==> src/rtl/video_bbox_detect.sv <==
// Red-object bounding-box detector on an Avalon-ST video stream with one output
// register stage and optional green rectangle overlay of the last published box.
module video_bbox_detect #(
  parameter int         IMAGE_W    = 640,
  parameter int         IMAGE_H    = 480,
  parameter logic [7:0] R_MIN      = 8'd160,
  parameter logic [7:0] G_MAX      = 8'd80,
  parameter logic [7:0] B_MAX      = 8'd80,
  parameter int         MIN_PIXELS = 16
) (
  input  logic        clk,
  input  logic        reset,
  input  logic [23:0] sink_data,
  input  logic        sink_valid,
  input  logic        sink_startofpacket,
  input  logic        sink_endofpacket,
  output logic        sink_ready,
  output logic [23:0] source_data,
  output logic        source_valid,
  output logic        source_startofpacket,
  output logic        source_endofpacket,
  input  logic        source_ready,
  input  logic        mode,
  output logic [10:0] bbox_left,
  output logic [10:0] bbox_right,
  output logic [9:0]  bbox_top,
  output logic [9:0]  bbox_bottom,
  output logic        bbox_found,
  output logic        bbox_valid
);

  localparam logic [10:0] LP_X_LAST  = 11'(IMAGE_W - 1);
  localparam logic [9:0]  LP_Y_END   = 10'(IMAGE_H);
  localparam logic [19:0] LP_MIN_CNT = 20'(MIN_PIXELS);
  localparam logic [19:0] LP_CNT_SAT = 20'hFFFFF;
  localparam logic [23:0] LP_GREEN   = 24'h00FF00;

  typedef enum logic [1:0] {S_IDLE, S_VIDEO, S_OTHER} state_t;

  state_t      r_state, w_state_nxt;
  logic [10:0] r_x, w_x_nxt;
  logic [9:0]  r_y, w_y_nxt;
  logic [10:0] r_min_x, r_max_x, w_min_x, w_max_x;
  logic [9:0]  r_min_y, r_max_y, w_min_y, w_max_y;
  logic [19:0] r_cnt, w_cnt;

  logic [23:0] r_src_data;
  logic        r_src_valid, r_src_sop, r_src_eop;
  logic [10:0] r_bb_l, r_bb_r;
  logic [9:0]  r_bb_t, r_bb_b;
  logic        r_bb_found, r_bb_valid;

  logic        w_sink_ready, w_accept;
  logic        w_emit, w_pixel, w_vsop, w_publish;
  logic        w_match, w_on_edge;
  logic [23:0] w_out_data;

  // Reset term keeps the sink open while the block is being cleared.
  assign w_sink_ready = reset | source_ready | ~r_src_valid;
  assign w_accept     = sink_valid & w_sink_ready;

  always_comb begin
    w_state_nxt = r_state;
    w_emit      = 1'b0;
    w_pixel     = 1'b0;
    w_vsop      = 1'b0;
    w_publish   = 1'b0;
    if (w_accept) begin
      if (sink_startofpacket) begin
        w_emit      = 1'b1;
        w_vsop      = (sink_data[3:0] == 4'h0);
        if (sink_endofpacket)
          w_state_nxt = S_IDLE;
        else
          w_state_nxt = (sink_data[3:0] == 4'h0) ? S_VIDEO : S_OTHER;
      end else begin
        unique case (r_state)
          S_VIDEO: begin
            w_emit  = 1'b1;
            w_pixel = 1'b1;
            if (sink_endofpacket) begin
              w_publish   = 1'b1;
              w_state_nxt = S_IDLE;
            end
          end
          S_OTHER: begin
            w_emit = 1'b1;
            if (sink_endofpacket) w_state_nxt = S_IDLE;
          end
          default: ;
        endcase
      end
    end
  end

  assign w_match = w_pixel
                 & (sink_data[23:16] >= R_MIN)
                 & (sink_data[15:8]  <= G_MAX)
                 & (sink_data[7:0]   <= B_MAX)
                 & (r_y < LP_Y_END);

  always_comb begin
    w_x_nxt = r_x;
    w_y_nxt = r_y;
    if (w_vsop) begin
      w_x_nxt = '0;
      w_y_nxt = '0;
    end else if (w_pixel) begin
      if (r_x == LP_X_LAST) begin
        w_x_nxt = '0;
        if (r_y != LP_Y_END) w_y_nxt = r_y + 10'd1;
      end else begin
        w_x_nxt = r_x + 11'd1;
      end
    end
  end

  // Stats including the current beat, so an EOP pixel lands in the published box.
  always_comb begin
    w_min_x = r_min_x;
    w_max_x = r_max_x;
    w_min_y = r_min_y;
    w_max_y = r_max_y;
    w_cnt   = r_cnt;
    if (w_match) begin
      if (r_x < r_min_x) w_min_x = r_x;
      if (r_x > r_max_x) w_max_x = r_x;
      if (r_y < r_min_y) w_min_y = r_y;
      if (r_y > r_max_y) w_max_y = r_y;
      if (r_cnt != LP_CNT_SAT) w_cnt = r_cnt + 20'd1;
    end
  end

  assign w_on_edge = (((r_x == r_bb_l) || (r_x == r_bb_r)) && (r_y >= r_bb_t) && (r_y <= r_bb_b))
                  || (((r_y == r_bb_t) || (r_y == r_bb_b)) && (r_x >= r_bb_l) && (r_x <= r_bb_r));

  assign w_out_data = (w_pixel && mode && r_bb_found && w_on_edge) ? LP_GREEN : sink_data;

  always_ff @(posedge clk) begin
    if (reset) begin
      r_state     <= S_IDLE;
      r_x         <= '0;
      r_y         <= '0;
      r_min_x     <= '1;
      r_max_x     <= '0;
      r_min_y     <= '1;
      r_max_y     <= '0;
      r_cnt       <= '0;
      r_src_data  <= '0;
      r_src_valid <= 1'b0;
      r_src_sop   <= 1'b0;
      r_src_eop   <= 1'b0;
      r_bb_l      <= '0;
      r_bb_r      <= '0;
      r_bb_t      <= '0;
      r_bb_b      <= '0;
      r_bb_found  <= 1'b0;
      r_bb_valid  <= 1'b0;
    end else begin
      r_state <= w_state_nxt;
      r_x     <= w_x_nxt;
      r_y     <= w_y_nxt;
      if (w_vsop) begin
        r_min_x <= '1;
        r_max_x <= '0;
        r_min_y <= '1;
        r_max_y <= '0;
        r_cnt   <= '0;
      end else begin
        r_min_x <= w_min_x;
        r_max_x <= w_max_x;
        r_min_y <= w_min_y;
        r_max_y <= w_max_y;
        r_cnt   <= w_cnt;
      end

      r_bb_valid <= w_publish;
      if (w_publish) begin
        r_bb_found <= (w_cnt >= LP_MIN_CNT);
        if (w_cnt >= LP_MIN_CNT) begin
          r_bb_l <= w_min_x;
          r_bb_r <= w_max_x;
          r_bb_t <= w_min_y;
          r_bb_b <= w_max_y;
        end
      end

      if (w_accept) begin
        r_src_valid <= w_emit;
        if (w_emit) begin
          r_src_data <= w_out_data;
          r_src_sop  <= sink_startofpacket;
          r_src_eop  <= sink_endofpacket;
        end
      end else if (source_ready) begin
        r_src_valid <= 1'b0;
      end
    end
  end

  assign sink_ready           = w_sink_ready;
  assign source_data          = r_src_data;
  assign source_valid         = r_src_valid;
  assign source_startofpacket = r_src_sop;
  assign source_endofpacket   = r_src_eop;
  assign bbox_left            = r_bb_l;
  assign bbox_right           = r_bb_r;
  assign bbox_top             = r_bb_t;
  assign bbox_bottom          = r_bb_b;
  assign bbox_found           = r_bb_found;
  assign bbox_valid           = r_bb_valid;

endmodule

==> config.mk <==
export PLATFORM = sky130hd
export DESIGN_NAME = video_bbox_detect
export DESIGN_NICKNAME = d
export VERILOG_FILES = /design/src/rtl/video_bbox_detect.sv
export SDC_FILE = /design/constraint.sdc
export NUM_CORES = 1
export LEC_CHECK = 0
export ABC_AREA = 1
export CAP_MARGIN = 10
export CORE_UTILIZATION = 53
export CTS_BUF_LIST = sky130_fd_sc_hd__clkbuf_2
export DETAILED_ROUTE_END_ITERATION = 12
export PLACE_DENSITY = 0.76
export SKIP_LAST_GASP = 1
export SYNTH_ARGS = -nofsm -noshare
export SYNTH_HDL_FRONTEND = slang
export SYNTH_SLANG_ARGS = --single-unit
==> constraint.sdc <==
create_clock -name clk -period 2.5 [get_ports clk]
set_clock_uncertainty 0.15 [all_clocks]
set_input_delay 0.25 -clock clk [delete_from_list [all_inputs] [get_ports clk]]
set_output_delay 0.25 -clock clk [all_outputs]
set_load 0.05 [all_outputs]
=== Word-level counts from Yosys, hierarchy flattened ===
Cells that the tools add are included.

* Bits of input ports: 31
* Word-level logic and storage cells: 102
* Flip-flop bits (word level): 156
* Output and inout bits: 72

* Eq/ne operators: 9
* Muxes and demuxes: 31
* Add/sub/neg operators: 3
* Bitwise gates (word level): 8
* Reductions and logical operators: 20
* Order comparisons: 13

{| class="wikitable"
|+ Operators by type and width
! kind !! count
|-
| 2-to-1 mux 11 bit || 5
|-
| 2-to-1 mux 10 bit || 4
|-
| 2-to-1 mux 20 bit || 2
|-
| 2-to-1 mux 24 bit || 1
|-
| == test 11 bit || 2
|-
| adder 20 x 1 -> 20 bit (second input constant) || 1
|-
| == test 10 bit || 2
|-
| >= comparator 20 x 5 -> 1 bit (second input constant) || 1
|-
| inequality test 20 bit (second input constant) || 1
|-
| <= comparator 8 x 7 -> 1 bit (second input constant) || 2
|-
| 2-to-1 mux 1 bit || 14
|-
| adder 11 x 1 -> 11 bit (second input constant) || 1
|-
| == test 11 x 10 -> 1 bit (second input constant) || 1
|-
| >= comparator 11 bit || 1
|-
| > comparator 11 bit || 1
|-
| <= comparator 11 bit || 1
|-
| less-than comparator 11 bit || 1
|-
| adder 10 x 1 -> 10 bit (second input constant) || 1
|-
| >= comparator 10 bit || 1
|-
| > comparator 10 bit || 1
|-
| <= comparator 10 bit || 1
|-
| less-than comparator 10 bit || 1
|-
| less-than comparator 10 x 9 -> 1 bit (second input constant) || 1
|-
| 2-to-1 mux 2 bit || 5
|-
| other kinds (14) || 32
|}

=== Logic depth before layout (Yosys ltp) ===
Gate-level depths: netlist of the first run.

* Depth in word-level cells: 11
* Mapped depth: 19
* Depth with buffers taken out: 17

=== Worst setup path before layout of the first run ===
No wires, ideal clock.

* Path type: reg2reg
* From: register r_src_valid, in the netlist source_valid
* To: register r_bb_b[0], in the netlist bbox_bottom[0]
* Data arrival time: 2484 ps
* Stages on the path, launching flop included: 17
* Path slack: -250 ps
* Period minus slack after synthesis: 2750 ps
* Path buffers: 3
* Cell sequence: dfxtp_1 nand3_2 nand3b_2 inv_2 nand2_1 nor2_1 buf_2 nor2_1 nor2_1 nor2_1 nand2_1 nor2_1 nand2_1 buf_6 buf_4 a21oi_1 nor2_1

* Cells in the longest elaborated chain, start to end: 11

{| class="wikitable"
|+ Ends and longest elaborated chain
! item !! RTL line !! text
|-
| start, declared || 48 || <nowiki>logic r_src_valid, r_src_sop, r_src_eop;</nowiki>
|-
| start signal, assigned || 189 || <nowiki>r_src_valid <= w_emit;</nowiki>
|-
| inverter 1 bit (*) || 59 || <nowiki>assign w_sink_ready = reset | source_ready | ~r_src_valid;</nowiki>
|-
| bitwise OR 1 bit (*) || 59 ||
|-
| via sink_ready || 17 || <nowiki>output logic sink_ready,</nowiki>
|-
| AND 1 bit (*) || 60 || <nowiki>assign w_accept = sink_valid & w_sink_ready;</nowiki>
|-
| 2-to-1 mux 1 bit || 68 || <nowiki>if (w_accept) begin</nowiki>
|-
| AND 1 bit || 97 || <nowiki>& (sink_data[23:16] >= R_MIN)</nowiki>
|-
| AND 1 bit || 98 || <nowiki>& (sink_data[15:8] <= G_MAX)</nowiki>
|-
| AND 1 bit || 99 || <nowiki>& (sink_data[7:0] <= B_MAX)</nowiki>
|-
| AND 1 bit || 100 || <nowiki>& (r_y < LP_Y_END);</nowiki>
|-
| 2-to-1 mux 20 bit || 125 || <nowiki>if (w_match) begin</nowiki>
|-
| >= comparator 20 x 5 -> 1 bit || 180 || <nowiki>if (w_cnt >= LP_MIN_CNT) begin</nowiki>
|-
| AND reduction 2 bit (no line) || - ||
|-
| end signal, assigned || 184 || <nowiki>r_bb_b <= w_max_y;</nowiki>
|-
| end, declared || 50 || <nowiki>logic [9:0] r_bb_t, r_bb_b;</nowiki>
|}

The timed path passes the listed nets; every way through them passes the cells marked *.
A chain may end at the register's enable or synchronous reset.

=== Final worst setup path of the first run ===
* From: input sink_data[13]
* To: register r_bb_b[0], in the netlist bbox_bottom[0]

* Cells in the longest elaborated chain, start to end: 7

{| class="wikitable"
|+ Ends and longest elaborated chain
! item !! RTL line !! text
|-
| start, declared || 13 || <nowiki>input logic [23:0] sink_data,</nowiki>
|-
| <= comparator 8 x 7 -> 1 bit (*) || 98 ||
|-
| AND 1 bit (*) || 98 ||
|-
| AND 1 bit (*) || 99 ||
|-
| AND 1 bit (*) || 100 ||
|-
| 2-to-1 mux 20 bit || 125 ||
|-
| >= comparator 20 x 5 -> 1 bit || 180 ||
|-
| AND reduction 2 bit (no line) || - ||
|}

Mark *: on every way between the ends. The rest lies on a longest branch, timed or not.

==> results.json, run 1 <==
{
  "status": "finished with violations",
  "violations": "setup timing",
  "max_freq_mhz": 388,
  "maxSlewViolCount": 0,
  "syn-instance-count": 1359,
  "overflow": 0,
  "ys_types": 39,
  "irDropWorstVdd_uv": 297,
  "cts_tree": "yes",
  "synth_area_leaders": "dfxtp_1 (34%), nand2_1 (13%), ha_1 (12%)",
  "grt_pass1_wl_mm": 43.1,
  "avgSynthCellArea_um2": 6.74,
  "end_kind": "register",
  "layout_setup_ws_ns": -0.0793,
  "placed_cells": 1738,
  "dpl_cell_area_um2": 11200,
  "die_h_um": 134,
  "critical_path_class": "input port to register",
  "rsz0062_at_grt": "true",
  "rrSetupSlack_ns": -0.05,
  "synth_area_um2": 9170,
  "fin_setup_tns_ns": -1.38,
  "synthTopCellsByCount": "nand2_1 (307), nor2_1 (178), dfxtp_1 (156), inv_1 (153), a21oi_1 (147)",
  "cts.sink_count": 156,
  "ys_seq_elements": 156,
  "initial_core_util_pct": 54.7,
  "yosys.area.top_type_share_pct": 34.1,
  "hold_path_class": "input port to register",
  "nets": 1697,
  "numCtsBuffers": 17,
  "vias_per_cell": 5.53,
  "final_cells": 1813,
  "critPathArrivalTime_ns": 3.11,
  "ant_nets": 0,
  "place_hpwl_mm": 18.2,
  "min_period_ns": 2.58,
  "seq_area_frac_synth_pct": 34.1,
  "synth.most_common_cell": "nand2_1",
  "areaGrowthSynthToFinish_pct": 35.2,
  "wl_mm": 27.9,
  "num_rows": 47,
  "reg2reg_from": "r_y[1]",
  "syn_nets": 1477,
  "worstHoldPathCells": 3,
  "cp-endpoint": "bbox_bottom[0]",
  "relSlewSlack_pct": 56.8,
  "htreeDepth": 4,
  "r2r_cells": 11,
  "required_ns": 3.04,
  "synth_edf_count": 0,
  "core_um2": 16800,
  "fin_area_um2": 12400,
  "first_pass_iters": 5,
  "dieWidth_um": 134,
  "via_count": 10000,
  "grt_antenna_before_repair": 1,
  "die_area_um2": 17800,
  "path_max_fanout": 20,
  "pre_cts_ws_ns": -0.293,
  "grt_max_degree": 87,
  "clockBufferDepth": 2,
  "port_buffers": 102,
  "io_pins": 103,
  "synthFlopType": "dfxtp_1",
  "setup_viol": 40,
  "yosysWarningCount": 0,
  "start_kind": "input port",
  "post-route-drc-count": 0,
  "grt_pass1_vias": 9140,
  "async_flop_share_pct": 0,
  "cts_root_buf": "clkbuf_2",
  "drive_gt1_share_pct": 17.1,
  "period_share_pct": 103,
  "clock_latency_ns": 0.77,
  "cts.clk_slew.worst_paths_ns": 0.23,
  "synth_area_leader_cell": "dfxtp_1",
  "grt_usage_pct": 30.1,
  "leakagePower_uw": 0.00592,
  "wl_per_cell_um": 15.4,
  "cap_violations": 0,
  "gp_congestion": 0.911,
  "critPathLaunch": "sink_data[13]",
  "r2r_end": "source_data[23]",
  "tightest_slew_ns": 0.647,
  "powerDensity_nw_per_um2": 369,
  "hold_violations": 0,
  "hold_ws_ns": 0.103,
  "drt-initial-drc-count": 714
}
==> worst max-delay path, cell delays in order <==
cell,delay (ns)
dlygate4sd3_1,0.54
clkdlybuf4s50_1,0.45
inv_1,0.11
nand3_1,0.09
o21bai_1,0.28
nand3_4,0.13
buf_12,0.16
nor2_2,0.12
nor2_1,0.05
nor2_1,0.10
nand2_1,0.08
nor2_2,0.14
nand2_4,0.15
buf_12,0.20
a21oi_1,0.17
nor2_1,0.08
==> registers in the layout, indices dropped and copies added, names as in the netlist <==
name and flops:
r_y 10, source_data 24, source_valid 1, r_min_x 11, bbox_left 11, source_endofpacket 1, bbox_valid 1, source_startofpacket 1
r_min_y 10, r_x 11, bbox_found 1, bbox_right 11, r_cnt 20, r_max_y 10, bbox_top 10, r_max_x 11
r_state 2, bbox_bottom 10
==> power breakdown <==
| group | internal, uW | leakage, uW | total (uW) | switching [uW] |
|---|---|---|---|---|
| clock network | 656 | 0.000156 | 1620 | 963 |
| registers | 2520 | 0.00128 | 2530 | 15.5 |
| logic | 171 | 0.00449 | 422 | 251 |
| total | 3340 | 0.00592 | 4570 | 1230 |
==> kinds of logic (layout without fill, tap and decap cells) <==
logic type / Yosys count / in the layout / synth area share [%]
other cells: 0 / 1 / 0
buf+inv: 213 / 446 / 9.39
compound gates: 251 / 251 / 14.5
simple gates: 645 / 645 / 29.5
flops: 156 / 156 / 34.1
fa+ha+maj: 87 / 87 / 11.9
mux: 2 / 2 / 0.218
xor+xnor: 5 / 5 / 0.478
==> placed cells by master, fill, tap and decap left out, types with 4 or more instances in the layout <==
cell             instances
a211oi_1                 4
bufinv_16                4
o2111ai_1                4
ha_1                    84
dfxtp_1                128
dlymetal6s2s_1          18
nand3_4                  4
nand3_2                  8
dfxtp_2                 25
nand4_1                 21
o21ai_1                 14
dlygate4sd3_1           22
buf_4                  112
nand2_2                 11
nor3_1                  16
o21ai_0                 59
nor2_4                   5
a31oi_1                  5
o21bai_1                 4
nor2_2                  15
o211ai_1                 5
a21oi_1                139
a21oi_2                  8
buf_12                  14
nand2_1                293
nand3_1                 93
inv_2                    7
or2_2                    4
nor3_2                   4
nor2_1                 159
clkbuf_16                6
dlygate4sd2_1            5
clkbuf_2                17
clkdlybuf4s50_1         77
inv_1                  149
==> final cells by class <==
type,instances,area [um2]
clock buffer,17,85.1
antenna,1,2.50
clock inverter,15,195
tap,220,275
fill,1336,4360
timing repair buffer,258,2570
sequential,156,3170
inverter,156,586
multi-input combinational,990,5520
==> worst min path at each step <==
stage | from | to
after global placement | source_data[0] | source_data[0]
after detailed placement | source_startofpacket | source_startofpacket
final | sink_data[22] | source_data[22]
after CTS | sink_data[23] | source_data[23]
after global routing | sink_data[22] | source_data[22]
after floorplan | sink_endofpacket | source_endofpacket
==> through the flow <==
step / total power (uW) / utilization [%]
final: 4570 / 74.0
after global routing: 4740 / 74.0
after CTS: 4590 / 71.1
after detailed placement: 2960 / 66.9
after global placement: 2960 / 66.9
after floorplan: 2790 / -
==> what timing repair did <==
action / in CTS / in global routing
resized for setup: 26 / 123
endpoints found under the setup margin: 73 / 103
gates cloned: 2 / 7
hold buffers: 22 / 0
setup buffers: 8 / 7
pin swaps: 4 / 17
hold endpoints to repair: 24 / 0
==> layer usage <==
metal,vias up,routed length (um),global-route usage [%]
met5,-,0,0
met4,0,892,12.2
met3,73,1410,4.72
met2,351,13600,51.9
met1,4699,12100,37.2
li1,4900,-,-
No activity file was read; power rests on OpenSTA's default activity.
==> run 2, diff against run 1 <==
--- a/config.mk
+++ b/config.mk
@@ -11,6 +11,7 @@
 export CTS_BUF_LIST = sky130_fd_sc_hd__clkbuf_2
 export DETAILED_ROUTE_END_ITERATION = 12
 export PLACE_DENSITY = 0.76
+export REMOVE_ABC_BUFFERS = 1
 export SKIP_LAST_GASP = 1
 export SYNTH_ARGS = -nofsm -noshare
 export SYNTH_HDL_FRONTEND = slang
==> run 2 against run 1 <==
Net effect:
- the run still ends with setup timing left
- highest routed layer unchanged
- cell count is 1.3% higher
- register-to-register slack worse by 0.15 ns
- combinational power is 2% higher
- critical path type is now register to register
- critical endpoint is now bbox_top[9]
- clock-buffer cell count stayed put
==> results.json, run 2 (same netlist as run 1, synthesis figures left out) <==
{
  "status": "finished with violations",
  "violations": "setup timing",
  "start_kind": "register",
  "hold_violations": 0,
  "tightest_slew_ns": 0.763,
  "clock_latency_ns": 0.77,
  "critical_path_class": "register to register",
  "wl_mm": 28.4,
  "hold_path_class": "input port to register",
  "dieWidth_um": 134,
  "num_rows": 47,
  "rsz0062_at_grt": "true",
  "largest_reg_flops": 24,
  "cts_root_buf": "clkbuf_2",
  "rrSetupSlack_ns": -0.20,
  "reg2reg_from": "r_y[9]",
  "setup_viol": 43,
  "grt_pass1_wl_mm": 42.7,
  "cap_violations": 0,
  "io_pins": 103,
  "first_pass_iters": 5,
  "drt-initial-drc-count": 752,
  "initial_core_util_pct": 54.7,
  "areaGrowthSynthToFinish_pct": 37.1,
  "pre_cts_ws_ns": -0.479,
  "grt_max_degree": 63,
  "post-route-drc-count": 0,
  "powerDensity_nw_per_um2": 360,
  "final_cell_mix": "nand2_1 (293), nor2_1 (161), inv_1 (151)",
  "ant_nets": 0,
  "cts.clk_slew.worst_paths_ns": 0.27,
  "r2r_end": "bbox_top[9]",
  "hold_ws_ns": 0.0585,
  "grt_usage_pct": 29.6,
  "clockBufferDepth": 2,
  "drive_gt1_share_pct": 17.0,
  "max_freq_mhz": 371,
  "cts_tree": "yes",
  "die_area_um2": 17800,
  "grt_pass1_vias": 9068,
  "irDropWorstVdd_uv": 406,
  "relSlewSlack_pct": 49.1,
  "end_kind": "register",
  "numCtsBuffers": 17,
  "layout_setup_ws_ns": -0.197,
  "core_um2": 16800,
  "maxSlewViolCount": 0,
  "place_hpwl_mm": 18.2,
  "vias_per_cell": 5.47,
  "wl_per_cell_um": 15.5,
  "die_h_um": 134,
  "cts.sink_count": 156,
  "required_ns": 3.06,
  "final_common_cell": "nand2_1",
  "r2r_cells": 17,
  "critPathLaunch": "r_y[9]",
  "leakagePower_uw": 0.00596,
  "path_max_fanout": 7,
  "gp_congestion": 0.873,
  "min_period_ns": 2.70,
  "htreeDepth": 4,
  "port_buffers": 102,
  "cp-endpoint": "bbox_top[9]",
  "cpPeakStageDelay_ns": 0.39,
  "grt_antenna_before_repair": 1,
  "overflow": 0,
  "cp_slowest_cell": "dfxtp_2",
  "critPathArrivalTime_ns": 3.26,
  "worstPathCellList": "inv_1 -> nand2_1 -> nor2_2 -> nand3_2 -> nor2_4 -> nand3_4 -> buf_12 -> nor2_4 -> nor2_1 -> nor2_1 -> nand2_1 -> nor2_4 -> nand2_8 -> clkbuf_16 -> nand3_1 -> nand2_1 -> nor2_1",
  "period_share_pct": 108,
  "via_count": 10000,
  "nets": 1720
}
[run 2: report_power, final]
group          internal (uW)  leakage, uW  total [uW]  switching (uW)
Clock                    504     0.000157        1560            1050
Combinational            172      0.00454         430             258
Sequential              2520      0.00127        2540            15.5
Total                   3200      0.00596        4520            1330
[run 2: worst min path at each step]
| stage | slack, ns | startpoint | cells past startpoint | to |
|---|---|---|---|---|
| after detailed placement | 0.31 | source_data[20] | 2 | source_data[20] |
| after floorplan | 0.17 | reset | 1 | bbox_found |
| after global routing | 0.03 | sink_data[13] | 4 | source_data[13] |
| final | 0.06 | sink_data[13] | 4 | source_data[13] |
| after global placement | 0.30 | source_startofpacket | 2 | source_startofpacket |
| after CTS | 0.02 | sink_data[13] | 4 | source_data[13] |
[run 2: critical path, delay by kind of cell (launching register included)]
kind / cells / cell delay, ns
buffers and inverters: 3 / 0.48
flip-flops: 1 / 0.39
AND/OR/NAND/NOR: 14 / 1.59
[run 2: final cells by class]
type | count | area (um2)
Multi-Input combinational cell | 992 | 5520
Fill cell | 1235 | 4190
Sequential cell | 156 | 3150
Timing Repair Buffer | 279 | 2770
Inverter | 156 | 586
Tap cell | 220 | 275
Clock inverter | 15 | 176
Clock buffer | 17 | 85.1
Antenna cell | 1 | 2.50
[run 2: timing repair]
action	in CTS	in global routing
hold endpoints to repair	25	0
endpoints found under the setup margin	73	102
pin swaps	1	22
resized for setup	17	108
gates cloned	1	11
buffers inserted	1	8
hold buffers	25	0
[run 2: through the flow]
step                      cell area, um2  std cells  TNS [ns]  total power, uW  util [%]
after floorplan                     8890       1302   -238.93             2780         -
after global placement             11300       1758    -19.01             2960      67.6
after detailed placement           11300       1758    -23.79             2960      67.6
after CTS                          11900       1817    -0.791             4530      71.0
after global routing               12600       1836    -12.86             4670      75.0
final                              12600       1836     -7.03             4520      75.0
[run 2: routing by layer]
| layer | part of all wire [%] | global-route usage, % | vias up |
|---|---|---|---|
| li1 | - | - | 4955 |
| met4 | 2.7 | 9.47 | 0 |
| met5 | 0 | 0 | - |
| met1 | 43 | 39.4 | 4589 |
| met3 | 8.9 | 6.66 | 71 |
| met2 | 45 | 47.3 | 426 |
